==> src/rtl/yapp_router_param.sv <==
// yapp_router_param
//   Length-framed YAPP packet router. One input byte stream is split into
//   packets (header, LEN payload bytes, parity byte). Each packet goes to one of
//   NCH output channels, and each channel has a DEPTH-entry first-word-fall-through
//   FIFO. Packets are dropped when the router is disabled, the address is out
//   of range, LEN is zero, or LEN is above the host max_pkt register. A small
//   host bus gives access to max_pkt, enable and the clear-on-read drop and
//   parity-error counters.
//
// Ports
//   clock, reset             system clock; asynchronous active-high reset
//   in_data/in_data_vld      input byte stream
//   in_suspend               backpressure to the source
//   data_out/data_vld        per-channel FIFO head; channel c at [c*DW +: DW]
//   suspend                  per-channel sink backpressure
//   error                    one-cycle pulse on parity mismatch
//   hen/hwr/haddr/hwdata     host strobe, write select, address, write data
//   hrdata                   host read data, held between reads
module yapp_router_param #(
  parameter int DW          = 8,
  parameter int ADDR_W      = 2,
  parameter int NCH         = 3,
  parameter int DEPTH       = 16,
  parameter int DEF_MAX_PKT = 63,
  parameter int DEF_EN      = 1
) (
  input  logic              clock,
  input  logic              reset,
  input  logic [DW-1:0]     in_data,
  input  logic              in_data_vld,
  output logic              in_suspend,
  output logic [NCH*DW-1:0] data_out,
  output logic [NCH-1:0]    data_vld,
  input  logic [NCH-1:0]    suspend,
  output logic              error,
  input  logic              hen,
  input  logic              hwr,
  input  logic [7:0]        haddr,
  input  logic [7:0]        hwdata,
  output logic [7:0]        hrdata
);

  localparam int LW = DW - ADDR_W;
  localparam int AW = $clog2(DEPTH);
  localparam int CW = (LW > 8) ? LW : 8;
  localparam logic [ADDR_W:0] NCH_V = (ADDR_W+1)'(NCH);

  typedef enum logic [1:0] {S_HDR, S_LOAD, S_DROP} state_t;

  state_t state, state_nxt;

  logic [ADDR_W-1:0] hdr_addr;
  logic [LW-1:0]     hdr_len;
  logic [ADDR_W-1:0] route;
  logic [LW:0]       remain;
  logic [DW-1:0]     par_acc;
  logic [7:0]        max_pkt;
  logic              enable;
  logic [7:0]        drop_cnt;
  logic [7:0]        perr_cnt;

  logic [NCH-1:0] fifo_full;
  logic [NCH-1:0] fifo_pop;
  logic [NCH-1:0] fifo_push;

  logic hdr_bad;
  logic tgt_blocked;
  logic load_blocked;
  logic xfer;
  logic last_byte;
  logic drop_inc;
  logic par_bad;
  logic rd_drop;
  logic rd_perr;

  // Saturating 8-bit counter step; a read-clear coinciding with an increment
  // leaves the new event counted.
  function automatic logic [7:0] cnt_next(input logic [7:0] cur,
                                          input logic inc, input logic clr);
    if (clr) return inc ? 8'd1 : 8'd0;
    if (inc && (cur != 8'hFF)) return cur + 8'd1;
    return cur;
  endfunction

  assign hdr_addr  = in_data[ADDR_W-1:0];
  assign hdr_len   = in_data[DW-1:ADDR_W];
  assign last_byte = (remain == (LW+1)'(1));

  assign hdr_bad = !enable
                || ({1'b0, hdr_addr} >= NCH_V)
                || (hdr_len == '0)
                || (CW'(hdr_len) > CW'(max_pkt));

  // A full FIFO that pops this cycle still accepts a push, so it only blocks
  // when it is full and its sink is stalled.
  always_comb begin
    tgt_blocked  = 1'b0;
    load_blocked = 1'b0;
    for (int c = 0; c < NCH; c++) begin
      if (hdr_addr == ADDR_W'(c)) tgt_blocked  = fifo_full[c] && !fifo_pop[c];
      if (route    == ADDR_W'(c)) load_blocked = fifo_full[c] && !fifo_pop[c];
    end
  end

  // ---- FSM: state register ----
  always_ff @(posedge clock or posedge reset) begin
    if (reset) state <= S_HDR;
    else       state <= state_nxt;
  end

  // ---- FSM: next state ----
  always_comb begin
    state_nxt = state;
    unique case (state)
      S_HDR:   if (xfer) state_nxt = hdr_bad ? S_DROP : S_LOAD;
      S_LOAD:  if (xfer && last_byte) state_nxt = S_HDR;
      S_DROP:  if (xfer && last_byte) state_nxt = S_HDR;
      default: state_nxt = S_HDR;
    endcase
  end

  // ---- FSM: outputs ----
  always_comb begin
    in_suspend = 1'b0;
    unique case (state)
      S_HDR:   in_suspend = !hdr_bad && tgt_blocked;
      S_LOAD:  in_suspend = load_blocked;
      default: in_suspend = 1'b0;
    endcase
  end

  assign xfer     = in_data_vld && !in_suspend;
  assign drop_inc = (state == S_HDR) && xfer && hdr_bad;
  assign par_bad  = (state == S_LOAD) && xfer && last_byte && (in_data != par_acc);

  always_comb begin
    fifo_push = '0;
    for (int c = 0; c < NCH; c++) begin
      if ((state == S_HDR) && !hdr_bad && (hdr_addr == ADDR_W'(c))) fifo_push[c] = xfer;
      if ((state == S_LOAD) && (route == ADDR_W'(c)))                fifo_push[c] = xfer;
    end
  end

  // ---- framing control: byte counter, route latch, error pulse ----
  always_ff @(posedge clock or posedge reset) begin
    if (reset) begin
      remain <= '0;
      route  <= '0;
      error  <= 1'b0;
    end else begin
      error <= par_bad;
      if (xfer) begin
        if (state == S_HDR) begin
          remain <= {1'b0, hdr_len} + (LW+1)'(1);
          route  <= hdr_addr;
        end else begin
          remain <= remain - (LW+1)'(1);
        end
      end
    end
  end

  // Running parity: seeded by the header, folded with each payload byte.
  always_ff @(posedge clock) begin
    if (xfer) begin
      if (state == S_HDR)                    par_acc <= in_data;
      else if (state == S_LOAD && !last_byte) par_acc <= par_acc ^ in_data;
    end
  end

  // ---- host registers and counters ----
  assign rd_drop = hen && !hwr && (haddr == 8'h02);
  assign rd_perr = hen && !hwr && (haddr == 8'h03);

  always_ff @(posedge clock or posedge reset) begin
    if (reset) begin
      max_pkt  <= 8'(DEF_MAX_PKT);
      enable   <= (DEF_EN != 0);
      drop_cnt <= '0;
      perr_cnt <= '0;
      hrdata   <= '0;
    end else begin
      drop_cnt <= cnt_next(drop_cnt, drop_inc, rd_drop);
      perr_cnt <= cnt_next(perr_cnt, par_bad, rd_perr);
      if (hen && hwr) begin
        if (haddr == 8'h00) max_pkt <= hwdata;
        if (haddr == 8'h01) enable  <= hwdata[0];
      end
      if (hen && !hwr) begin
        case (haddr)
          8'h00:   hrdata <= max_pkt;
          8'h01:   hrdata <= {7'b0, enable};
          8'h02:   hrdata <= drop_cnt;
          8'h03:   hrdata <= perr_cnt;
          default: hrdata <= 8'h00;
        endcase
      end
    end
  end

  // ---- per-channel FWFT FIFOs ----
  for (genvar c = 0; c < NCH; c++) begin : g_ch
    logic [DW-1:0] mem [DEPTH];
    logic [AW:0]   wr_ptr;
    logic [AW:0]   rd_ptr;
    logic          empty;
    logic          full;
    logic          do_push;

    assign empty   = (wr_ptr == rd_ptr);
    assign full    = (wr_ptr[AW] != rd_ptr[AW]) && (wr_ptr[AW-1:0] == rd_ptr[AW-1:0]);
    assign do_push = fifo_push[c] && (!full || fifo_pop[c]);

    assign fifo_full[c]          = full;
    assign fifo_pop[c]           = !empty && !suspend[c];
    assign data_vld[c]           = !empty;
    assign data_out[c*DW +: DW]  = mem[rd_ptr[AW-1:0]];

    always_ff @(posedge clock or posedge reset) begin
      if (reset) begin
        wr_ptr <= '0;
        rd_ptr <= '0;
      end else begin
        if (do_push)     wr_ptr <= wr_ptr + (AW+1)'(1);
        if (fifo_pop[c]) rd_ptr <= rd_ptr + (AW+1)'(1);
      end
    end

    always_ff @(posedge clock) begin
      if (do_push) mem[wr_ptr[AW-1:0]] <= in_data;
    end
  end

endmodule
==> config.mk <==
export PLATFORM = sky130hd
export DESIGN_NAME = yapp_router_param
export DESIGN_NICKNAME = d
export VERILOG_FILES = /design/src/rtl/yapp_router_param.sv
export SDC_FILE = /design/constraint.sdc
export NUM_CORES = 1
export LEC_CHECK = 0
export CAP_MARGIN = 20
export CORE_ASPECT_RATIO = 0.7
export CORE_UTILIZATION = 55
export DETAILED_ROUTE_END_ITERATION = 7
export PLACE_DENSITY = 0.76
export RECOVER_POWER = 25
export SLEW_MARGIN = 20
export SYNTH_ARGS = -nofsm -noshare
export SYNTH_HDL_FRONTEND = slang
export SYNTH_SLANG_ARGS = --single-unit
==> constraint.sdc <==
create_clock -name clock -period 2.9 [get_ports clock]
set_clock_uncertainty 0.05 [all_clocks]
set_input_delay 0.87 -clock clock [delete_from_list [all_inputs] [get_ports clock]]
set_output_delay 0.87 -clock clock [all_outputs]
set_load 0.005 [all_outputs]
* Word level (Yosys, flattened, before mapping)
Memories as Yosys holds them, arrays and structs flattened.
Cells that the tools add are included.
** Cells by class
- Order comparisons :: 2
- Add/subtract/negate cells :: 10
- Equal/unequal tests :: 24
- Muxes and demuxes :: 43
- Reduce and logical (&&, ||, !) cells :: 71
- Bitwise logic cells :: 1
** Operators with widths (number)
- $mux 8 :: 10
- $logic_and 1x1->1 :: 34
- $pmux 8 s4 :: 1
- $add 5x1->5 const B :: 6
- $mux 1 :: 26
- $logic_not 1->1 :: 17
- $add 8x1->8 const B :: 2
- $eq 8x2->1 const B :: 2
- $ne 8x8->1 const B :: 2
- $eq 5x5->1 :: 3
- $eq 4x4->1 :: 3
- $reduce_and 2->1 :: 5
- $eq 8x1->1 const B :: 1
- $gt 6x8->1 :: 1
- $logic_not 8->1 :: 1
- $ne 8x8->1 :: 1
- $xor 8x8->8 :: 1
- $add 6x1->7 const B :: 1
- $eq 7x1->1 const B :: 1
- $mux 7 :: 1
- $sub 7x1->7 const B :: 1
- $eq 2x1->1 const B :: 3
- $eq 2x2->1 const B :: 3
- $logic_not 2->1 :: 3
- 11 further kinds :: 22
** Storage, ports and cells
- Bits in registers :: 83
- Memories :: 3
- Logic and storage cells :: 170
- RAM bits :: 384
** Memories
- g_ch[0].mem :: words 16, bits a word 8, rd ports 1, clocked after Yosys merged registers in 0, write ports 1, line 203 : logic [DW-1:0] mem [DEPTH];
- g_ch[1].mem :: words 16, bits a word 8, rd ports 1, clocked after Yosys merged registers in 0, write ports 1, line 203
- g_ch[2].mem :: words 16, bits a word 8, rd ports 1, clocked after Yosys merged registers in 0, write ports 1, line 203

* Longest topological paths before layout
- Depth after elaboration :: 20
- Mapped depth :: 11
- Mapped depth without buffers :: 9

* Worst setup path before layout
OpenSTA, ideal clock, no wires.
- Path kind :: input to register
- From :: input port in_data[5]
- To :: memory g_ch[0].mem[10][0] (enable)
- Stages :: 9
- Setup time :: 278 ps
- Setup slack :: -363 ps
- Arrival :: 2935 ps
- Required time :: 2572 ps
- Buffers on the path :: 1
- Cells stage by stage :: ha_1 nand4_1 nor2_1 o311a_1 or2_2 a31oi_1 nor3b_4 buf_6 and3_1
** Between the ends
- Cells in the longest elaborated chain, start to end :: 13
- Elaborated cells between the ends (all ways) :: 16
- Those cells by class :: order compare (1); mux (5); reduce/logical (10)
** RTL lines
- from (decl) :: line 29 : input logic [DW-1:0] in_data,
- branches (longest 2 deep; another with $gt 6x8->1)
- $logic_or 1x1->1 * :: line 92 : || (CW'(hdr_len) > CW'(max_pkt));
- $logic_not 1->1 * :: line 126, 139
- $logic_and 1x1->1 :: line 126 : S_HDR: in_suspend = !hdr_bad && tgt_blocked;
- $pmux 1 s2 :: line 125 : unique case (state)
- $logic_not 1->1 :: line 132 : assign xfer = in_data_vld && !in_suspend;
- $logic_and 1x1->1 :: line 132
- $mux 1 :: line 139 : if ((state == S_HDR) && !hdr_bad && (hdr_addr == ADDR_W'(c))) fifo_push[c] = xfer;
- $mux 1 * :: line 140 : if ((state == S_LOAD) && (route == ADDR_W'(c))) fifo_push[c] = xfer;
- $logic_and 1x1->1 * :: line 212 : assign do_push = fifo_push[c] && (!full || fifo_pop[c]);
- $mux 1 * :: line 230 : if (do_push) mem[wr_ptr[AW-1:0]] <= in_data;
- $mux 1 (implied by the code) * :: line 230
- to (decl) :: line 203
Every way passes the cells marked *.

* Worst setup path in the final report
- From :: register g_ch[1].rd_ptr[0]
- To :: output port in_suspend
** Between the ends
- Cells in the longest elaborated chain, start to end :: 9
- Elaborated cells between the ends (all ways) :: 13
- Those cells by class :: eq/ne (2); mux (5); reduce/logical (6)
** RTL lines
- from (decl) :: line 205 : logic [AW:0] rd_ptr;
- from (signal assigned) :: line 225 : if (fifo_pop[c]) rd_ptr <= rd_ptr + (AW+1)'(1);
- $eq 5x5->1 :: line 210 : assign empty = (wr_ptr == rd_ptr);
- $logic_not 1->1 :: line 215 : assign fifo_pop[c] = !empty && !suspend[c];
- $logic_and 1x1->1 :: line 215
- $logic_not 1->1 :: line 100, 101
- $logic_and 1x1->1 * :: line 100, 101
- $mux 1 (2 in a row) :: line 100 : if (hdr_addr == ADDR_W'(c)) tgt_blocked = fifo_full[c] && !fifo_pop[c];
- $logic_and 1x1->1 :: line 126
- $pmux 1 s2 * :: line 125
- to (decl) :: line 31 : output logic in_suspend,
Every way passes the cells marked *; elsewhere a longest branch is shown, timed or not.

==> impl_metrics.csv <==
group,metric,value,unit
floorplan,initial_utilization,56.7,%
setup_path,start_kind,"flop",
setup_path,crit_end,"in_suspend",
logic_synthesis,synth.distinct_cells,69,
power,sequentialPowerShare,36.2,%
detailed_routing,ant_nets,0,
logic_synthesis,muxShareOfSynthArea,14.8,%
logic_synthesis,synthAdderAreaFrac,1.82,%
setup_path,r2r_setup_slack,-0.22,ns
logic_synthesis,yosysTopAreaCell,"edfxtp_1",
min_path,hold_class,"flop to flop",
power,p_switching,6.79,mW
logic_synthesis,synthesis.nets,1167,
setup_path,slowest_stage,"dfrtp_2",
min_path,min_from,"g_ch[1].wr_ptr[4]$_DFFE_PP0P_",
setup_path,critPathRequiredTime,1.98,ns
setup_path,rr_startpoint,"g_ch[1].rd_ptr[0]$_DFFE_PP0P_",
logic_synthesis,ys_top_cells_by_area,"edfxtp_1 59%, mux4_2 14%, dfrtp_1 8.5%, ha_1 1.8%, xnor2_1 1.4%",
global_route,grt_pass1_vias,11400,
floorplan,num_rows,57,
setup_path,slowest_delay,0.48,ns
logic_synthesis,ys_ff_latch,467,
power,internal-power,16.0,mW
clock_tree,htreeDepth,2,
logic_synthesis,yosysTopAreaCellShare,59.0,%
finish,area_delta_synth_final,25.1,%
global_route,grt_max_degree,55,
placement,gp_congestion,0.796,
logic_synthesis,yosysSeqAreaShare,68.4,%
global_route,grt_overflow,0,
detailed_routing,via_per_inst,6.08,
placement,place_inst,1707,
power,p_leak,8.92,nW
power,clockPowerShare,27.4,%
setup_path,crit_start,"g_ch[1].rd_ptr[0]$_DFFE_PP0P_",
global_route,grt_pass1_wl,70700,um
finish,regArea,13700,um^2
logic_synthesis,synth_ff_type,"edfxtp_1",
finish,multi_input_area,6470,um^2
detailed_routing,first_iter_violations,1027,
setup_path,critPathArrivalTime,2.54,ns
power,max-vdd-ir-drop,0.681,mV
power,p_per_area,911,nW/um^2
floorplan,die_y,161,um
detailed_routing,vias,11300,
logic_synthesis,synth_compound_area_share,2.71,%
finish,nFillCells,2150,
setup_path,critPathBufInv,3,
logic_synthesis,synth.most_common_cell,"edfxtp_1",
timing,slew_headroom,13.6,%
clock_tree,clockBufferDepth,3,
logic_synthesis,async_flop_share,16.1,%
setup_path,r2r_end,"g_ch[2].mem[4][3]$_DFFE_PP_",
timing,min_period_over_period,119,%
timing,tightestPinTransition,1.29,ns
placement,hpwl,28900,um
timing,finalSetupTns,-71.51,ns
placement,dp_slack,-0.791,ns
floorplan,die-area,37100,um^2
logic_synthesis,synth_simple_gate_area_share,7.55,%
detailed_routing,route.detailed.drc,0,
logic_synthesis,yosysWarnings,0,
setup_path,cp_top_family,"simple AND/OR/NAND/NOR gates",
timing,slew_violations,0,
logic_synthesis,synthesis.area,20000,um^2
placement,place_area,22300,um^2
setup_path,cp_num_cells,8,
power,sw_frac_of_total,29.9,%
global_route,antenna_found_initial,0,
job,drv_cap,0,
floorplan,core_area,35200,um^2
logic_synthesis,avgSynthCellArea,18.0,um^2
setup_path,path_cells,"buf_12 > buf_6 > xor2_4 > nor4_4 > and4_1 > or3_1 > a21o_1 > buf_2",
logic_synthesis,netlist_instances,1106,
floorplan,ios,69,
detailed_routing,wirelength,47700,um
logic_synthesis,yosys-top-cells-count,"392 x edfxtp_1, 121 x mux4_2, 68 x dfrtp_1",
detailed_routing,dr.pass1.iters,5,
timing,max_freq,289,MHz
setup_path,worst-setup-path-type,"flop to output pin",
finish,final_cells,1863,
timing,setup_ws,-0.556,ns
finish,antenna_cells,0,
setup_path,end_kind,"output pin",
timing,hold_viol,0,
clock_tree,cts_tree,"done",
placement,port_buffers,68,
logic_synthesis,synthXorXnorAreaFrac,2.81,%
run_status,status,"finished with violations",
timing,rsz0062_at_grt,"yes",
finish,fin_nets,1417,
setup_path,ff2ff_path_depth,11,
clock_tree,ctsHoldBuffers,0,
clock_tree,clk_latency,0.56,ns
timing,period_minus_slack,3.46,ns
logic_synthesis,synth_top_family_by_area,"multiplexers",
logic_synthesis,synth_edf_count,392,
finish,fin_util,70.9,%
global_route,track_usage,26.0,%
run_status,violations,"setup timing",
setup_path,crit_fanout,5,
clock_tree,cts_buffers,44,
finish,fin_area,25000,um^2
detailed_routing,routedWlPerCell,25.6,um
finish,drive_above_1_share,39.4,%
clock_tree,root_buffer,"clkbuf_16",
timing,finalSetupViolations,438,
power,p_comb_share,36.5,%
floorplan,die_x,230,um
clock_tree,numClockSinks,467,
clock_tree,clkTransAtPathRegs,0.07,ns
[area by class of cell]
class,count,share of cell area (%)
Clock inverter,25,1.37
Sequential cell,467,54.7
Clock buffer,56,4.88
Tap cell,472,2.37
Timing Repair Buffer,264,10.4
Inverter,24,0.396
Multi-Input combinational cell,555,25.9
[logic make-up (layout without fill, tap and decap cells)]
kind of cell / count (synthesis) / after routing
mux: 143 / 143
buf+inv: 84 / 369
fa+ha+maj: 29 / 29
simple gates: 240 / 240
flops: 467 / 467
compound gates: 79 / 79
xor+xnor: 64 / 64
[how the worst min path moves through the flow]
stage                                          to  cells past startpoint
floorplan           g_ch[1].wr_ptr[4]$_DFFE_PP0P_                      1
global placement    g_ch[0].wr_ptr[4]$_DFFE_PP0P_                      1
detailed placement  g_ch[0].wr_ptr[4]$_DFFE_PP0P_                      1
CTS                 g_ch[0].wr_ptr[4]$_DFFE_PP0P_                      1
global route        g_ch[1].wr_ptr[4]$_DFFE_PP0P_                      1
finish              g_ch[1].wr_ptr[4]$_DFFE_PP0P_                      1
[cells in the final DEF (no fill, tap or decap), types with 6 or more instances in the layout]
| cell type | Yosys | routed |
|---|---|---|
| nand4_1 | 16 | 16 |
| dfstp_2 | 7 | 7 |
| buf_12 | 0 | 24 |
| nor2_1 | 29 | 27 |
| nand3_1 | 14 | 14 |
| clkinv_2 | 0 | 8 |
| clkdlybuf4s50_1 | 0 | 31 |
| clkbuf_1 | 31 | 14 |
| nor2b_1 | 11 | 11 |
| clkbuf_16 | 0 | 47 |
| mux4_2 | 121 | 121 |
| mux2i_1 | 10 | 10 |
| nand2b_1 | 12 | 12 |
| ha_4 | 0 | 6 |
| o21ai_0 | 24 | 24 |
| a22o_1 | 8 | 8 |
| bufinv_16 | 0 | 8 |
| xor2_1 | 31 | 26 |
| dfrtp_1 | 68 | 65 |
| buf_4 | 3 | 101 |
| and2_4 | 0 | 9 |
| and3_4 | 0 | 37 |
| buf_2 | 10 | 30 |
| ha_1 | 29 | 23 |
| buf_6 | 3 | 57 |
| a21oi_1 | 17 | 15 |
| edfxtp_1 | 392 | 392 |
| xnor2_1 | 33 | 30 |
| nor3_1 | 10 | 7 |
| inv_1 | 24 | 19 |
| nand2_1 | 47 | 44 |
| mux2_2 | 10 | 9 |
| o211ai_1 | 6 | 6 |
[through the flow]
step                hold WS [ns]  power (mW)
floorplan                  0.410        12.7
global placement           0.423        15.3
detailed placement         0.431        15.5
CTS                        0.442        22.5
global route               0.475        23.6
finish                     0.442        22.7
[metal layers]
layer / track usage, % / wire length (um) / vias up
li1: - / - / 4889
met1: 37.8 / 20200 / 5909
met2: 40.1 / 22500 / 446
met3: 5.76 / 3860 / 74
met4: 7.28 / 1110 / 0
met5: 0 / 0 / -
[state kept, by name, summed over array words and instances, names as in the netlist]
register     count
g_ch.wr_ptr     15
max_pkt          8
remain           7
g_ch.mem       384
enable           1
par_acc          8
hrdata           8
state            2
perr_cnt         8
error            1
g_ch.rd_ptr     15
route            2
drop_cnt         8
[power groups by stage]
stage / clock (mW) / combinational (mW) / sequential [mW]
global placement: 0 / 7.00 / 8.30
finish: 6.23 / 8.29 / 8.23
floorplan: 0 / 4.43 / 8.22
detailed placement: 0 / 7.14 / 8.31
global route: 6.51 / 8.83 / 8.28
CTS: 6.27 / 8.07 / 8.20
[worst register-to-register path: stages, from the launching register on]
cell	delay, ns
dfrtp_2	0.48
buf_12	0.17
buf_6	0.12
xor2_4	0.15
nor4_4	0.07
and4_1	0.24
buf_6	0.13
o41a_1	0.32
o21bai_4	0.28
nor3b_4	0.31
buf_6	0.18
and3_4	0.30
[timing repair]
action	in CTS	in global routing
gates resized for setup	183	68
pin swaps	23	17
gates cloned	9	1
setup endpoints to repair	409	443
buffers inserted	51	27
(Power assumes the default switching activity.)
